### src/rtl/mem_bus_reader.sv
// mem_bus_reader
//   Read-side controller for the shared tri-state result bus in the MEM/WB
//   area. A request names one source. The controller first holds every
//   chip-select inactive for one turnaround edge, so that the old and new
//   drivers never overlap. It then enables the selected source, waits
//   SettleCycles advancing edges, captures the bus and presents the word
//   downstream with a valid/ready handshake. State only moves on edges where
//   ClockEnable & Tick is high, which is the same gating the bus drivers use.
//
// Ports
//   Clock, Reset      : posedge clock, asynchronous active-high reset
//   ClockEnable, Tick : an edge advances only when both are 1
//   ReqValid/ReqSel   : read request and source index
//   ReqReady          : high in IDLE only
//   Bus               : shared bus as seen at the reader
//   CsN               : per-source chip-select, 0 = source drives the bus
//   RdValid/RdData    : captured word and its valid flag
//   RdSel/RdErr       : source index of the word; RdErr flags an out-of-range
//                       index (RdData is then 0)
//   RdReady           : downstream accept
//   Busy              : state is not IDLE
module mem_bus_reader #(
    parameter int NrOfBits     = 32,
    parameter int NrOfSources  = 4,
    parameter int SelBits      = 2,
    parameter int SettleCycles = 1
) (
    input  logic                   Clock,
    input  logic                   Reset,
    input  logic                   ClockEnable,
    input  logic                   Tick,
    input  logic                   ReqValid,
    input  logic [SelBits-1:0]     ReqSel,
    output logic                   ReqReady,
    input  logic [NrOfBits-1:0]    Bus,
    output logic [NrOfSources-1:0] CsN,
    output logic                   RdValid,
    output logic [NrOfBits-1:0]    RdData,
    output logic [SelBits-1:0]     RdSel,
    output logic                   RdErr,
    input  logic                   RdReady,
    output logic                   Busy
);

    typedef enum logic [1:0] {
        IDLE   = 2'd0,
        TURN   = 2'd1,
        SETTLE = 2'd2,
        HOLD   = 2'd3
    } state_t;

    // The extra top bit lets the range check work even when NrOfSources
    // equals 2**SelBits.
    localparam logic [SelBits:0] NrSrc      = (SelBits + 1)'(NrOfSources);
    localparam logic [3:0]       SettleLast = 4'(SettleCycles - 1);

    state_t                   state_q, state_d;
    logic [NrOfSources-1:0]   cs_n_q, cs_n_d;
    logic                     rd_valid_q, rd_valid_d;
    logic [NrOfBits-1:0]      rd_data_q, rd_data_d;
    logic [SelBits-1:0]       rd_sel_q, rd_sel_d;
    logic                     rd_err_q, rd_err_d;
    logic [3:0]               cnt_q, cnt_d;

    logic advance;
    logic sel_ok;

    assign advance = ClockEnable & Tick;
    assign sel_ok  = ({1'b0, ReqSel} < NrSrc);

    always_ff @(posedge Clock or posedge Reset) begin
        if (Reset) begin
            state_q    <= IDLE;
            cs_n_q     <= '1;
            rd_valid_q <= 1'b0;
            rd_data_q  <= '0;
            rd_sel_q   <= '0;
            rd_err_q   <= 1'b0;
            cnt_q      <= '0;
        end else begin
            state_q    <= state_d;
            cs_n_q     <= cs_n_d;
            rd_valid_q <= rd_valid_d;
            rd_data_q  <= rd_data_d;
            rd_sel_q   <= rd_sel_d;
            rd_err_q   <= rd_err_d;
            cnt_q      <= cnt_d;
        end
    end

    always_comb begin
        state_d    = state_q;
        cs_n_d     = cs_n_q;
        rd_valid_d = rd_valid_q;
        rd_data_d  = rd_data_q;
        rd_sel_d   = rd_sel_q;
        rd_err_d   = rd_err_q;
        cnt_d      = cnt_q;

        if (advance) begin
            unique case (state_q)
                IDLE: begin
                    cs_n_d = '1;
                    if (ReqValid) begin
                        rd_sel_d = ReqSel;
                        if (sel_ok) begin
                            state_d = TURN;
                        end else begin
                            // No source to enable: answer with an error word
                            // straight away, the bus is never touched.
                            state_d    = HOLD;
                            rd_data_d  = '0;
                            rd_err_d   = 1'b1;
                            rd_valid_d = 1'b1;
                        end
                    end
                end
                TURN: begin
                    // One edge with every source released has passed; now
                    // enable only the requested source.
                    state_d = SETTLE;
                    cnt_d   = '0;
                    cs_n_d  = '1;
                    for (int i = 0; i < NrOfSources; i++) begin
                        if (SelBits'(i) == rd_sel_q) begin
                            cs_n_d[i] = 1'b0;
                        end
                    end
                end
                SETTLE: begin
                    if (cnt_q == SettleLast) begin
                        rd_data_d  = Bus;
                        rd_err_d   = 1'b0;
                        rd_valid_d = 1'b1;
                        cs_n_d     = '1;
                        state_d    = HOLD;
                    end else begin
                        cnt_d = cnt_q + 4'd1;
                    end
                end
                HOLD: begin
                    if (RdReady) begin
                        rd_valid_d = 1'b0;
                        state_d    = IDLE;
                    end
                end
                default: begin
                    state_d = IDLE;
                    cs_n_d  = '1;
                end
            endcase
        end
    end

    assign ReqReady = (state_q == IDLE);
    assign Busy     = (state_q != IDLE);
    assign CsN      = cs_n_q;
    assign RdValid  = rd_valid_q;
    assign RdData   = rd_data_q;
    assign RdSel    = rd_sel_q;
    assign RdErr    = rd_err_q;

endmodule

### config.mk
export PLATFORM = sky130hd
export DESIGN_NAME = mem_bus_reader
export DESIGN_NICKNAME = d
export VERILOG_FILES = /design/src/rtl/mem_bus_reader.sv
export SDC_FILE = /design/constraint.sdc
export NUM_CORES = 1
export LEC_CHECK = 0
export ABC_AREA = 0
export CORE_MARGIN = 5
export CORE_UTILIZATION = 45
export DETAILED_ROUTE_END_ITERATION = 8
export PLACE_DENSITY = 0.85
export RECOVER_POWER = 100
export SLEW_MARGIN = 25
export SYNTH_ARGS = -nofsm -noshare
export SYNTH_HDL_FRONTEND = slang
export SYNTH_SLANG_ARGS = --single-unit
### constraint.sdc
create_clock -name Clock -period 5.2 [get_ports Clock]
set_clock_uncertainty 0.1 [all_clocks]
set_input_delay 1.04 -clock Clock [delete_from_list [all_inputs] [get_ports Clock]]
set_output_delay 1.04 -clock Clock [all_outputs]
set_load 0.1 [all_outputs]
==> flow_metrics.env, run 1 <==
export IMPL_fin_setup_tns_ns=0
export IMPL_finalCritPeriodShare_pct=69.7
export IMPL_start_util_pct=45.5
export IMPL_startpoint_type="primary input"
export IMPL_numCtsBuffers=5
export IMPL_slew_headroom_pct=-54.9
export IMPL_synth_edf_count=0
export IMPL_crit_buf_inv=2
export IMPL_grt_max_degree=46
export IMPL_synth_warnings=0
export IMPL_maxCapViolCount=2
export IMPL_synthFlopType="dfrtp_1"
export IMPL_syn_cell_area_um2=1950
export IMPL_report_final_hold_viol_count=0
export IMPL_synthDistinctLibCells=30
export IMPL_yosysSeqAreaShare_pct=57.9
export IMPL_synth_mux_area_share_pct=21.4
export IMPL_async_flop_share_pct=100
export IMPL_final_cell_mix="dlygate4sd3_1, dfrtp_1, clkdlybuf4s50_1"
export IMPL_routedWlPerCell_um=15.4
export IMPL_critical_path_required_ns=5.27
export IMPL_crit_arrival_ns=3.70
export IMPL_outcome="finished, violations left"
export IMPL_cp_max_fo=32
export IMPL_fp_dieArea_um2=5760
export IMPL_coreArea_um2=4290
export IMPL_crit_path_end_kind="flip-flop"
export IMPL_via_count=1395
export IMPL_avgViaCountPerCell=5.04
export IMPL_setup_violations=0
export IMPL_synth_nets=189
export IMPL_ios=82
export IMPL_rows=24
export IMPL_hold_buffers=0
export IMPL_drc=0
export IMPL_avgSynthCellArea_um2=13.8
export IMPL_drtAntennaViolNets=0
export IMPL_cts_tree="yes"
export IMPL_cts_root_buf="clkbuf_8"
export IMPL_hold_path_class="reg2reg"
export IMPL_fill_cells=338
export IMPL_grt_pass1_vias=1392
export IMPL_final_common_cell="dlygate4sd3_1"
export IMPL_worst_pin_slew_ns=2.32
export IMPL_antenna_cells=0
export IMPL_clockBufferDepth=2
export IMPL_synthAdderAreaFrac_pct=4.48
export IMPL_max_freq_ghz=0.276
export IMPL_syn_to_final_growth_pct=45.8
export IMPL_dp_hpwl_um=3190
export IMPL_drt_initial_drc_count=29
export IMPL_die_width_um=75.9
export IMPL_crit_family="buffers and inverters"
export IMPL_synth_simple_area_share_pct=5.12
export IMPL_drtPass1Iterations=4
export IMPL_chipHeight_um=75.9
export IMPL_h_tree_depth=2
export IMPL_routabilityCongestion=0.753
export IMPL_cp_slowest_cell="clkbuf_1"
export IMPL_netlist_top_cell_by_area="dfrtp_1"
export IMPL_netlist_area_leader_share_pct=52.5
export IMPL_crit_type="in2reg"
export IMPL_grt_pass1_wl_um=7120
export IMPL_fin_nets=271
export IMPL_cp_cell_sequence="dlygate4sd3_1 -> and2_0 -> nand3_1 -> clkbuf_1 -> mux2_2"
export IMPL_rsz0062_at_grt="no"
export IMPL_synth_area_leaders="dfrtp_1, mux2_2, dfstp_2, ha_1, mux2_1"
export IMPL_slowest_delay_ns=1.24
export IMPL_clock_latency_ns=0.29
export IMPL_violations="max-capacitance violations, max-slew violations"
export IMPL_drt_total_wl_um=4270
export IMPL_grt_ovfl_total=0
export IMPL_syn_inst=142
export IMPL_post_cts_buffers=0
export IMPL_min_period_ns=3.63
export IMPL_cts_sinks=45
export IMPL_maxSlewViolCount=79
export IMPL_antenna_found_initial=0
export IMPL_yosys_register_bits=45
export IMPL_synth_compound_area_share_pct=7.23
export IMPL_portBuffers=80
export IMPL_cts_resized=0
export IMPL_drive_gt1_share_pct=19.1
export IMPL_synthXorXnorAreaFrac_pct=0
export IMPL_track_usage_pct=15.2
export IMPL_synth_top_family_by_area="multiplexers"
export IMPL_path_clk_slew_ns=0.08
cell usage after synthesis, types with 2 or more instances:
cell type / instances
a21oi_1: 2
nand2_1: 2
clkbuf_1: 2
nor3b_1: 2
a22o_1: 3
o21ai_0: 3
inv_1: 8
a41oi_1: 3
ha_1: 7
buf_2: 3
dfstp_2: 4
mux2_2: 32
dfrtp_1: 41
nor2_1: 7
nand3_1: 6
mux2_1: 3
worst register-to-register path: stages (launching register included):
cell	delay (ns)
dfrtp_1	0.41
inv_1	0.09
ha_1	0.20
nor3b_1	0.16
nand3_1	0.09
clkbuf_1	1.24
mux2_2	0.47
state kept, by name, indices dropped and copies added, names as in the netlist:
name / flops
RdValid: 1
cnt_q: 4
RdData: 32
RdSel: 2
state_q: 2
CsN: 4
final cells by class:
type | count | area (um^2) | share of cell area [%]
repair buffers | 82 | 808 | 28.4
well taps | 52 | 65.1 | 2.28
flip-flops and latches | 45 | 1130 | 39.7
inverters | 8 | 30.0 | 1.05
clock inverters | 1 | 7.51 | 0.264
multi-input cells | 82 | 731 | 25.6
clock buffers | 7 | 76.3 | 2.68
cells by family (layout without fill, tap and decap cells):
logic type | after synthesis | in the layout
buf+inv | 15 | 98
mux | 37 | 37
fa+ha+maj | 7 | 7
compound gates | 17 | 17
simple gates | 20 | 20
flops | 45 | 45
other cells | 1 | 1
stage by stage:
step                      setup slack [ns]  hold WS, ns  area, um^2  instances  utilization (%)
after global routing                  1.11        0.412        2850        277             66.3
after detailed placement              2.15        0.381        2790        269             65.1
after CTS                             1.80        0.401        2880        277             67.0
after global placement                2.18        0.373        2790        269             65.1
after floorplan                       2.03        0.422        1950        142                -
final                                 1.57        0.391        2850        277             66.3
metal layers:
layer / wire, um / track usage [%] / vias up
met1: 1990 / 21.4 / 655
met4: 29 / 4.09 / 0
met3: 398 / 5.81 / 5
met2: 1850 / 22.0 / 75
li1: - / - / 660
met5: 0 / 0 / -
path summary, 6_finish.rpt:
kind	start	endpoint	slack, ns	depth (start not counted)
max	ClockEnable	RdData[19]$_DFFE_PP0P_	1.57	5
min	RdData[7]$_DFFE_PP0P_	RdData[7]$_DFFE_PP0P_	0.39	1
max reg2reg	cnt_q[0]$_DFFE_PP0P_	RdData[19]$_DFFE_PP0P_	2.33	6
min reg2reg	RdData[7]$_DFFE_PP0P_	RdData[7]$_DFFE_PP0P_	0.39	1
max in group asynchronous	Reset	RdData[21]$_DFFE_PP0P_	1.73	3
min in group asynchronous	Reset	RdData[20]$_DFFE_PP0P_	1.95	3
Power of run 1 is not shown: default switching activity piles up to over one toggle a cycle in this logic, so the estimate is an artifact.
==> inputs of run 2 (changes only) <==
CORE_UTILIZATION = 38   (was 45)
PLACE_DENSITY = 0.76   (was 0.85)
clock period = 3.2 ns   (was 5.2 ns; I/O delays follow)
==> run 2 against run 1 <==
Against the previous run: the flow still finishes with violations (max-capacitance violations, max-slew violations); flip-flop and latch count unchanged; critical path depth unchanged; non-clock buffer count down 1; wire length down 3.4%; largest cell class unchanged.
==> flow_metrics.env, run 2 (synthesis gave the netlist of run 1 again) <==
export IMPL_outcome="finished, violations left"
export IMPL_violations="max-capacitance violations, max-slew violations"
export IMPL_avgViaCountPerCell=4.74
export IMPL_track_usage_pct=12.5
export IMPL_antenna_cells=0
export IMPL_path_clk_slew_ns=0.08
export IMPL_cts_resized=0
export IMPL_portBuffers=80
export IMPL_largest_reg_flops=32
export IMPL_multi_input_area_um2=736
export IMPL_antenna_found_initial=0
export IMPL_coreArea_um2=5040
export IMPL_post_cts_buffers=0
export IMPL_clock_latency_ns=0.29
export IMPL_grt_max_degree=46
export IMPL_r2r_end="RdData[13]$_DFFE_PP0P_"
export IMPL_grt_pass1_wl_um=6460
export IMPL_syn_to_final_growth_pct=34.9
export IMPL_drtAntennaViolNets=0
export IMPL_cts_tree="yes"
export IMPL_slowest_delay_ns=0.62
export IMPL_cp_max_fo=32
export IMPL_max_freq_ghz=0.389
export IMPL_ff2ff_path_depth=6
export IMPL_seq_area_um2=1130
export IMPL_min_path_cells=1
export IMPL_maxSlewViolCount=46
export IMPL_dp_hpwl_um=3060
export IMPL_r2r_setup_slack_ns=0.79
export IMPL_report_final_hold_viol_count=0
export IMPL_via_count=1394
export IMPL_drtPass1Iterations=4
export IMPL_min_period_ns=2.57
export IMPL_crit_arrival_ns=2.65
export IMPL_drt_initial_drc_count=57
export IMPL_numCtsBuffers=5
export IMPL_final_cell_mix="dfrtp_1, clkbuf_1, clkdlybuf4s50_1"
export IMPL_die_width_um=81.7
export IMPL_fill_cells=489
export IMPL_rsz0062_at_grt="no"
export IMPL_routedWlPerCell_um=14.0
export IMPL_grt_ovfl_total=0
export IMPL_reg2reg_from="cnt_q[0]$_DFFE_PP0P_"
export IMPL_cp_cell_sequence="dlygate4sd3_1 -> and2_0 -> nand3_2 -> clkbuf_2 -> mux2_2"
export IMPL_crit_path_end_kind="flip-flop"
export IMPL_worst_pin_slew_ns=1.90
export IMPL_grt_pass1_vias=1405
export IMPL_drive_gt1_share_pct=22.3
export IMPL_chipHeight_um=81.7
export IMPL_start_util_pct=38.8
export IMPL_min_from="RdData[5]$_DFFE_PP0P_"
export IMPL_cts_root_buf="clkbuf_8"
export IMPL_setup_violations=0
export IMPL_crit_type="in2reg"
export IMPL_min_to="RdData[5]$_DFFE_PP0P_"
export IMPL_maxCapViolCount=1
export IMPL_clockBufferDepth=2
export IMPL_h_tree_depth=2
export IMPL_hold_path_class="reg2reg"
export IMPL_fin_nets=270
export IMPL_ios=82
export IMPL_drt_total_wl_um=4130
export IMPL_slew_headroom_pct=-27.3
export IMPL_routabilityCongestion=0.772
export IMPL_drc=0
export IMPL_fin_setup_tns_ns=0
export IMPL_cts_sinks=45
export IMPL_startpoint_type="primary input"
export IMPL_final_common_cell="dfrtp_1"
export IMPL_critical_path_required_ns=3.28
export IMPL_finalCritPeriodShare_pct=80.4
export IMPL_rows=26
export IMPL_fp_dieArea_um2=6680
export IMPL_hold_buffers=0
export IMPL_cp_slowest_cell="clkbuf_2"
[run 2: cell count changes in the layout (fill, tap and decap cells not counted), sizes merged]
cell         previous run  this run
clkinv                  1         0
dlygate4sd3            43         2
clkinvlp                1         2
buf                     0         2
clkbuf                  9        47
[run 2: area by class of cell]
| class | instances | share of cell area, % |
|---|---|---|
| Clock inverter | 1 | 0.285 |
| Sequential cell | 45 | 42.9 |
| Tap cell | 70 | 3.32 |
| Inverter | 8 | 1.19 |
| Timing Repair Buffer | 81 | 21.1 |
| Multi-Input combinational cell | 82 | 27.9 |
| Clock buffer | 7 | 3.27 |
[run 2: how the worst max path moves through the flow]
stage | to | slack (ns) | cells after the start | from
finish | RdData[24]$_DFFE_PP0P_ | 0.63 | 5 | ClockEnable
global route | RdData[24]$_DFFE_PP0P_ | 0.51 | 5 | ClockEnable
CTS | Busy | 1.04 | 4 | state_q[0]$_DFFE_PP0P_
detailed placement | RdData[24]$_DFFE_PP0P_ | 0.77 | 5 | ClockEnable
global placement | RdData[4]$_DFFE_PP0P_ | 0.81 | 5 | ClockEnable
floorplan | state_q[1]$_DFFE_PP0P_ | 0.24 | 5 | state_q[0]$_DFFE_PP0P_
[run 2: metrics by stage]
step	cells	setup WS (ns)	utilization [%]	area [um^2]	hold WS, ns
finish	294	0.626	52.3	2640	0.399
global placement	286	0.811	53.8	2710	0.377
CTS	294	1.04	55.6	2810	0.406
global route	294	0.506	52.3	2640	0.415
detailed placement	286	0.769	53.8	2710	0.387
floorplan	142	0.239	-	1950	0.422
[run 2: per-layer routing]
layer  wire [um]  track usage (%)  vias to the layer above
met3         413             5.04                        5
met1        1740             15.1                      680
met4          37             2.99                        0
met2        1930             20.9                       51
met5           0                0                        -
li1            -                -                      658
[run 2: critical path: cells and delay by family]
kind,cells,cell delay [ns]
multiplexers,1,0.42
buffers and inverters,2,1.18
AND/OR/NAND/NOR,2,0.40
Power of run 2 is left out for the same reason.
